==> config.mk <==
export PLATFORM = sky130hd
export DESIGN_NAME = ram_request_arbiter_flat
export DESIGN_NICKNAME = d
export VERILOG_FILES = /design/src/rtl/cpu_types_pkg.sv /design/src/rtl/ram_request_arbiter_if.sv /design/src/rtl/arb_watchdog.sv /design/src/rtl/ram_request_arbiter.sv /design/src/flat_wrapper.sv
export SDC_FILE = /design/constraint.sdc
export NUM_CORES = 1
export LEC_CHECK = 0
export CAP_MARGIN = 20
export CORE_ASPECT_RATIO = 1.25
export CORE_MARGIN = 8
export CORE_UTILIZATION = 36
export DETAILED_ROUTE_END_ITERATION = 16
export PLACE_DENSITY_LB_ADDON = 0.15
export SYNTH_ARGS = -nofsm -noshare
export SYNTH_HDL_FRONTEND = slang
export SYNTH_SLANG_ARGS = --single-unit
==> constraint.sdc <==
create_clock -name CLK -period 3.1 [get_ports CLK]
set_input_delay 0.62 -clock CLK [delete_from_list [all_inputs] [get_ports CLK]]
set_output_delay 0.62 -clock CLK [all_outputs]
set_load 0.01 [all_outputs]
==> src/rtl/cpu_types_pkg.sv <==
// ---------------------------------------------------------------------------
// cpu_types_pkg
// Shared CPU-side types: the word type, the RAM status encoding, and the
// request arbiter's state encoding and default tuning constants.
// No ports (package).
// ---------------------------------------------------------------------------
package cpu_types_pkg;

    typedef logic [31:0] word_t;

    typedef enum logic [1:0] {
        FREE   = 2'd0,
        BUSY   = 2'd1,
        ACCESS = 2'd2,
        ERROR  = 2'd3
    } ramstate_t;

    typedef enum logic [1:0] {
        IDLE    = 2'd0,
        GRANT_I = 2'd1,
        GRANT_D = 2'd2,
        RELEASE = 2'd3
    } arb_state_t;

    // Consecutive d-side grants tolerated while an i-side fetch is waiting.
    localparam int ARB_STARVE_LIM = 4;
    // Grant cycles allowed before the optional watchdog declares a fault.
    localparam int ARB_TIMEOUT    = 32;

endpackage

==> src/rtl/ram_request_arbiter_if.sv <==
// ---------------------------------------------------------------------------
// ram_request_arbiter_if
// Bundles the i-side request, d-side request and RAM request port signals.
//   master : the arbiter's view (takes requests, drives the RAM port)
//   slave  : the environment's view (requesters plus the RAM itself)
//
// Handshake: a requester raises its enable (iREN / dREN / dWEN) with address
// and data, and holds it until its wait line drops low for one cycle. That
// low cycle is the completion cycle; the load word is valid only then.
// Dropping the enable before completion abandons the request.
// ---------------------------------------------------------------------------
interface ram_request_arbiter_if;
    import cpu_types_pkg::*;

    // i-side
    logic      iREN;
    word_t     iaddr;
    logic      iwait;
    word_t     iload;
    // d-side
    logic      dREN;
    logic      dWEN;
    word_t     daddr;
    word_t     dstore;
    logic      dwait;
    word_t     dload;
    // RAM port
    logic      ramREN;
    logic      ramWEN;
    word_t     ramaddr;
    word_t     ramstore;
    word_t     ramload;
    ramstate_t ramstate;

    modport master (
        input  iREN, iaddr, dREN, dWEN, daddr, dstore, ramload, ramstate,
        output iwait, iload, dwait, dload, ramREN, ramWEN, ramaddr, ramstore
    );

    modport slave (
        output iREN, iaddr, dREN, dWEN, daddr, dstore, ramload, ramstate,
        input  iwait, iload, dwait, dload, ramREN, ramWEN, ramaddr, ramstore
    );

endinterface

==> src/rtl/arb_watchdog.sv <==
// ---------------------------------------------------------------------------
// arb_watchdog
// Loadable up-counter that saturates at 'limit'.
//   CLK, RST  : clock, asynchronous active-high reset
//   clr       : synchronous clear to zero (highest priority)
//   load      : load 'load_val'
//   en        : count up by one (stops at 'limit')
//   limit     : saturation / expiry value
//   expired   : high while count >= limit
// ---------------------------------------------------------------------------
module arb_watchdog #(
    parameter int W = 6
) (
    input  logic         CLK,
    input  logic         RST,
    input  logic         clr,
    input  logic         load,
    input  logic [W-1:0] load_val,
    input  logic         en,
    input  logic [W-1:0] limit,
    output logic         expired
);

    logic [W-1:0] count;

    always_ff @(posedge CLK or posedge RST) begin
        if (RST) begin
            count <= '0;
        end else if (clr) begin
            count <= '0;
        end else if (load) begin
            count <= load_val;
        end else if (en && (count < limit)) begin
            count <= count + W'(1);
        end
    end

    assign expired = (count >= limit);

endmodule

==> src/rtl/ram_request_arbiter.sv <==
// ---------------------------------------------------------------------------
// ram_request_arbiter
// Arbitrates i-side fetches and d-side loads/stores onto the single RAM
// request port. The granted address/data/op are held in a grant register
// until the RAM reports ACCESS; a RELEASE cycle follows every grant.
//
// Ports:
//   CLK        system clock
//   RST        asynchronous active-high reset
//   bus        ram_request_arbiter_if.master (requesters + RAM port)
//   err        sticky fault flag (RAM ERROR, or watchdog expiry)
//   dbg_state  current arbiter state
//
// Build option: define RAM_ARB_TIMEOUT_EN to add a grant watchdog that
// forces RELEASE and sets err after TIMEOUT grant cycles without ACCESS.
// ---------------------------------------------------------------------------
module ram_request_arbiter
    import cpu_types_pkg::*;
#(
    parameter int STARVE_LIM = ARB_STARVE_LIM
`ifdef RAM_ARB_TIMEOUT_EN
    ,
    parameter int TIMEOUT    = ARB_TIMEOUT
`endif
) (
    input  logic                         CLK,
    input  logic                         RST,
    ram_request_arbiter_if.master        bus,
    output logic                         err,
    output arb_state_t                   dbg_state
);

    localparam int SW = $clog2(STARVE_LIM + 1);

    arb_state_t    state;
    logic [SW-1:0] starve;
    word_t         g_addr;
    word_t         g_store;
    logic          g_wen;
    logic          ren_q;
    logic          wen_q;
    logic          err_q;

    logic d_req;
    logic starved;
    logic pick_d;
    logic pick_i;
    logic granted;
    logic granted_req;
    logic done;
    logic fault;
    logic timeout;

    assign d_req   = bus.dREN | bus.dWEN;
    // i-side has waited through STARVE_LIM d-grants: it wins this round.
    assign starved = bus.iREN && (starve >= SW'(STARVE_LIM));
    assign pick_d  = (state == IDLE) && d_req && !starved;
    assign pick_i  = (state == IDLE) && !pick_d && bus.iREN;

    assign granted     = (state == GRANT_I) || (state == GRANT_D);
    // A grant stays alive only while its requester still asserts an enable;
    // a dropped enable is an abort and suppresses the wait pulse.
    assign granted_req = (state == GRANT_I) ? bus.iREN : d_req;
    assign fault       = granted && (bus.ramstate == ERROR);
    assign done        = granted && granted_req && (bus.ramstate == ACCESS);

`ifdef RAM_ARB_TIMEOUT_EN
    localparam int TW = $clog2(TIMEOUT + 1);
    logic wd_expired;

    // Loaded to zero on grant entry; expiry marks the TIMEOUT-th grant cycle.
    arb_watchdog #(.W(TW)) u_watchdog (
        .CLK      (CLK),
        .RST      (RST),
        .clr      (state == RELEASE),
        .load     (pick_d | pick_i),
        .load_val ('0),
        .en       (granted),
        .limit    (TW'(TIMEOUT - 1)),
        .expired  (wd_expired)
    );

    assign timeout = granted && granted_req && wd_expired && !done;
`else
    assign timeout = 1'b0;
`endif

    always_ff @(posedge CLK or posedge RST) begin
        if (RST) begin
            state   <= IDLE;
            starve  <= '0;
            g_addr  <= '0;
            g_store <= '0;
            g_wen   <= 1'b0;
            ren_q   <= 1'b0;
            wen_q   <= 1'b0;
            err_q   <= 1'b0;
        end else begin
            case (state)
                IDLE: begin
                    if (!bus.iREN) begin
                        starve <= '0;
                    end
                    if (pick_d) begin
                        state   <= GRANT_D;
                        g_addr  <= bus.daddr;
                        g_store <= bus.dstore;
                        g_wen   <= bus.dWEN;
                        ren_q   <= !bus.dWEN;
                        wen_q   <= bus.dWEN;
                        if (bus.iREN && (starve < SW'(STARVE_LIM))) begin
                            starve <= starve + SW'(1);
                        end
                    end else if (pick_i) begin
                        state   <= GRANT_I;
                        g_addr  <= bus.iaddr;
                        g_store <= '0;
                        g_wen   <= 1'b0;
                        ren_q   <= 1'b1;
                        wen_q   <= 1'b0;
                        starve  <= '0;
                    end
                end
                GRANT_I, GRANT_D: begin
                    if (fault || timeout) begin
                        err_q <= 1'b1;
                    end
                    if (fault || timeout || done || !granted_req) begin
                        state <= RELEASE;
                        ren_q <= 1'b0;
                        wen_q <= 1'b0;
                    end
                end
                RELEASE: begin
                    state <= IDLE;
                end
                default: begin
                    state <= IDLE;
                end
            endcase
        end
    end

    // Wait lines and load words are combinational in the completion cycle.
    assign bus.iwait    = !(done && (state == GRANT_I));
    assign bus.dwait    = !(done && (state == GRANT_D));
    assign bus.iload    = (done && (state == GRANT_I)) ? bus.ramload : '0;
    assign bus.dload    = (done && (state == GRANT_D) && !g_wen) ? bus.ramload : '0;

    assign bus.ramREN   = ren_q;
    assign bus.ramWEN   = wen_q;
    assign bus.ramaddr  = g_addr;
    assign bus.ramstore = g_store;

    assign err       = err_q;
    assign dbg_state = state;

endmodule
==> src/flat_wrapper.sv <==
// flat-port wrapper written by rule: the top's interface ports become plain ports
module ram_request_arbiter_flat import cpu_types_pkg::*;
#(
    parameter int STARVE_LIM = ARB_STARVE_LIM

)
  (CLK, RST, err, dbg_state, bus_iREN, bus_iaddr, bus_dREN, bus_dWEN, bus_daddr, bus_dstore, bus_ramload, bus_ramstate, bus_iwait, bus_iload, bus_dwait, bus_dload, bus_ramREN, bus_ramWEN, bus_ramaddr, bus_ramstore);
  ram_request_arbiter_if bus_i ();
  input  logic CLK;
  input  logic RST;
  output logic err;
  output arb_state_t dbg_state;
  input wire logic [$bits(bus_i.iREN)-1:0] bus_iREN;
  input wire logic [$bits(bus_i.iaddr)-1:0] bus_iaddr;
  input wire logic [$bits(bus_i.dREN)-1:0] bus_dREN;
  input wire logic [$bits(bus_i.dWEN)-1:0] bus_dWEN;
  input wire logic [$bits(bus_i.daddr)-1:0] bus_daddr;
  input wire logic [$bits(bus_i.dstore)-1:0] bus_dstore;
  input wire logic [$bits(bus_i.ramload)-1:0] bus_ramload;
  input wire logic [$bits(bus_i.ramstate)-1:0] bus_ramstate;
  output wire logic [$bits(bus_i.iwait)-1:0] bus_iwait;
  output wire logic [$bits(bus_i.iload)-1:0] bus_iload;
  output wire logic [$bits(bus_i.dwait)-1:0] bus_dwait;
  output wire logic [$bits(bus_i.dload)-1:0] bus_dload;
  output wire logic [$bits(bus_i.ramREN)-1:0] bus_ramREN;
  output wire logic [$bits(bus_i.ramWEN)-1:0] bus_ramWEN;
  output wire logic [$bits(bus_i.ramaddr)-1:0] bus_ramaddr;
  output wire logic [$bits(bus_i.ramstore)-1:0] bus_ramstore;
  assign bus_i.iREN = bus_iREN;
  assign bus_i.iaddr = bus_iaddr;
  assign bus_i.dREN = bus_dREN;
  assign bus_i.dWEN = bus_dWEN;
  assign bus_i.daddr = bus_daddr;
  assign bus_i.dstore = bus_dstore;
  assign bus_i.ramload = bus_ramload;
  assign bus_i.ramstate = bus_ramstate;
  assign bus_iwait = bus_i.iwait;
  assign bus_iload = bus_i.iload;
  assign bus_dwait = bus_i.dwait;
  assign bus_dload = bus_i.dload;
  assign bus_ramREN = bus_i.ramREN;
  assign bus_ramWEN = bus_i.ramWEN;
  assign bus_ramaddr = bus_i.ramaddr;
  assign bus_ramstore = bus_i.ramstore;
  ram_request_arbiter #(.STARVE_LIM(STARVE_LIM)) u_core (.CLK(CLK), .RST(RST), .bus(bus_i), .err(err), .dbg_state(dbg_state));
endmodule
==> results.ini <==
[finish]
multi_input_area_mm2=0.001946
layout.nets=824
fin_area_mm2=0.007228
register_area_mm2=0.001827
n_fill_cell=862
synthToLayoutAreaGrowth_pct=83.75
antenna_cells=0
layout-drive-gt1-share=0.08853

[die]
start_util=0.3706
fp-row-count=42
die_w_um=109.5
dieHeight_um=132.9
fp.dieArea_mm2=0.01455
placeableCoreArea_mm2=0.01062
ios=270

[power_and_ir_drop]
p_seq_frac=0.284
p_clk_frac=0.195
p_int_mw=3.781
peakVddDrop_v=0.0005118
leakage_nw=3.253
power_density_mw_per_mm2=809.5
switching_share=0.3538
power.switching_mw=2.070
combPwrFrac=0.521

[global_routing]
grt_pass1_wl_mm=24.11
gr-total-overflow=0
grt_use_total=0.2099
grt_antenna_before_repair=0
grt_pass1_vias=4317
grt_start_max_net_pins=65

[clocking]
clk_path_buf_depth=2
cts_hold_buffers=0
cts_sinks=73
cts_tree=done
root_buffer=clkbuf_16
clk_pin_slew_ps=60
numCtsBuffers=9
htree_levels=3
insertion_delay_ps=330

[synthesis]
synthCells=416
yosys.area.top_type=dfrtp_1
synth_nets=556
ys_ff_latch=73
syn_area_mm2=0.003934
ys_types=36
synth_enable_flop_cells=0
async_flop_share=1.000
synth_ff_type=dfrtp_1
yosys_warnings=0
yosysSeqAreaShare=0.4644
synth_top_area_frac=0.4644
synth.avg_cell_area_um2=9.456
synth_area_leaders=dfrtp_1, and2_1, o21ai_0, a22o_1, o21a_1

[worst_setup_path]
r2r_slack_ps=1090
cp-start-kind=input port
rr_worst_depth=6
crit_fanout=7
critPathCapture=bus_dload[3]
rr_endpoint=u_core.dbg_state[1]$_DFFE_PP0P_
required_ps=2480
end_kind=output port
r2r_start=u_core.dbg_state[1]$_DFFE_PP0P_
path_class=input port to output port
cp_data_arrival_time_ps=2450
startpoint=bus_dWEN

[placed_design]
gp_congestion=0.8514
dp_slack_ps=-42.51
io_buffers=269
dpl-instance-area_mm2=0.006771
dp_hpwl_mm=11.93

[detailed_routing]
drc=0
first_iter_violations=221
dr_total_vias=4252
antenna_left=0
wl_per_cell_um=19.56
wl_mm=16.06
drt-pass1-iter-count=4
vias_per_cell=5.179

[timing]
timing.fmax_ghz=0.3257
slew_headroom=0.6291
hold_violations=0
final_max_slew_viol_count=0
fin_ws_ps=30.01
rsz0062_at_grt=false
skew_ps=7.543
worstMarginPinSlew_ps=555.6
setup_violations=0
fin_crit_ps=3070
whs_ps=483.1
min_period_over_period=0.9903

[job]
cap_violations=0

[run_status]
status=finished, final reports clean

[worst_hold_path]
hp-class=flop to flop

[cell usage after synthesis (4+ instances only)]
master and instances:
nor2_1 35, buf_6 4, o21a_1 32, dfrtp_1 73
a21oi_1 33, ha_1 5, and2_1 64, buf_2 16
inv_1 7, clkbuf_1 17, o21ai_0 65, a22o_1 33
[worst max-delay path: stages]
cell and delay, ps:
clkdlybuf4s50_1 450, or3_4 420, and4b_2 310, and2_1 170, clkdlybuf4s50_1 470
[flip-flops by register name, indices dropped and copies added, names as in the netlist]
signal,count
u_core.starve,3
u_core.dbg_state,2
u_core.g_wen,1
u_core.bus.ramstore,32
u_core.bus.ramWEN,1
u_core.bus.ramREN,1
u_core.bus.ramaddr,32
u_core.err,1
[worst min-delay path by stage]
stage / from / to / slack (ps) / cells after the start
floorplan: u_core.g_wen$_DFFE_PP0P_ / u_core.g_wen$_DFFE_PP0P_ / 460 / 1
global placement: u_core.err$_DFFE_PP0P_ / u_core.err$_DFFE_PP0P_ / 460 / 1
detailed placement: u_core.err$_DFFE_PP0P_ / u_core.err$_DFFE_PP0P_ / 470 / 1
CTS: u_core.err$_DFFE_PP0P_ / u_core.err$_DFFE_PP0P_ / 480 / 1
global route: u_core.err$_DFFE_PP0P_ / u_core.err$_DFFE_PP0P_ / 510 / 1
finish: u_core.err$_DFFE_PP0P_ / u_core.err$_DFFE_PP0P_ / 480 / 1
[through the flow]
step / instances / power, mW / setup TNS, ps / utilization
detailed placement: 795 / 4.671 / -227.1 / 0.6379
floorplan: 416 / 3.168 / 0 / -
CTS: 816 / 5.880 / 0 / 0.6724
global placement: 795 / 4.607 / 0 / 0.6379
global route: 821 / 6.215 / 0 / 0.6809
finish: 821 / 5.851 / 0 / 0.6809
[cells by family (layout without fill, tap and decap cells)]
logic type | Yosys count | after routing | share of synthesized area
simple gates | 114 | 117 | 0.1641
mux | 6 | 6 | 0.01717
compound gates | 172 | 172 | 0.2818
flops | 73 | 73 | 0.4644
fa+ha+maj | 5 | 5 | 0.01590
buf+inv | 46 | 316 | 0.05662
[per-layer routing]
layer,track usage,share of wire,vias to the layer above
met2,0.3815,0.52,194
met4,0.07374,0.024,0
met1,0.2219,0.37,2029
li1,-,-,2004
met3,0.05734,0.086,25
met5,0,0,-
[cells in the final DEF, fill, tap and decap left out, types with 3 or more instances in the layout]
master,netlist,final
dlygate4sd2_1,0,9
ha_1,5,3
dlymetal6s2s_1,0,15
buf_4,0,21
o21ai_0,65,65
inv_1,7,5
clkbuf_16,0,9
mux2i_1,3,3
and4b_2,0,4
dfrtp_1,73,73
clkdlybuf4s50_1,0,245
buf_12,0,3
and2_1,64,64
o21a_1,32,32
a22o_1,33,33
nor2_1,35,33
a21oi_1,33,33
[area by class of cell]
class                   instances  area share
clock buffers                   9     0.03116
clock inverters                 7     0.01419
inverters                       7    0.003635
multi-input cells             300      0.2692
flip-flops and latches         73      0.2527
well taps                     132     0.02285
repair buffers                293      0.4063
[power by group through the flow]
stage          Sequential (mW)  Clock (mW)  Combinational (mW)
2_1_floorplan             1.85           0                1.32
3_3_place_gp              1.64           0                2.97
3_5_place_dp              1.67           0                3.00
4_1_cts                   1.66        1.17                3.06
5_1_grt                   1.71        1.20                3.30
6_report                  1.66        1.14                3.05
[what timing repair did]
item | 4_1_cts | 5_1_grt
pin swaps | 3 | 3
setup endpoints to repair | 32 | 26
gates cloned | 3 | 0
setup buffers | 2 | 5
gates resized for setup | 11 | 18
No activity file was read; power rests on OpenSTA's default activity.
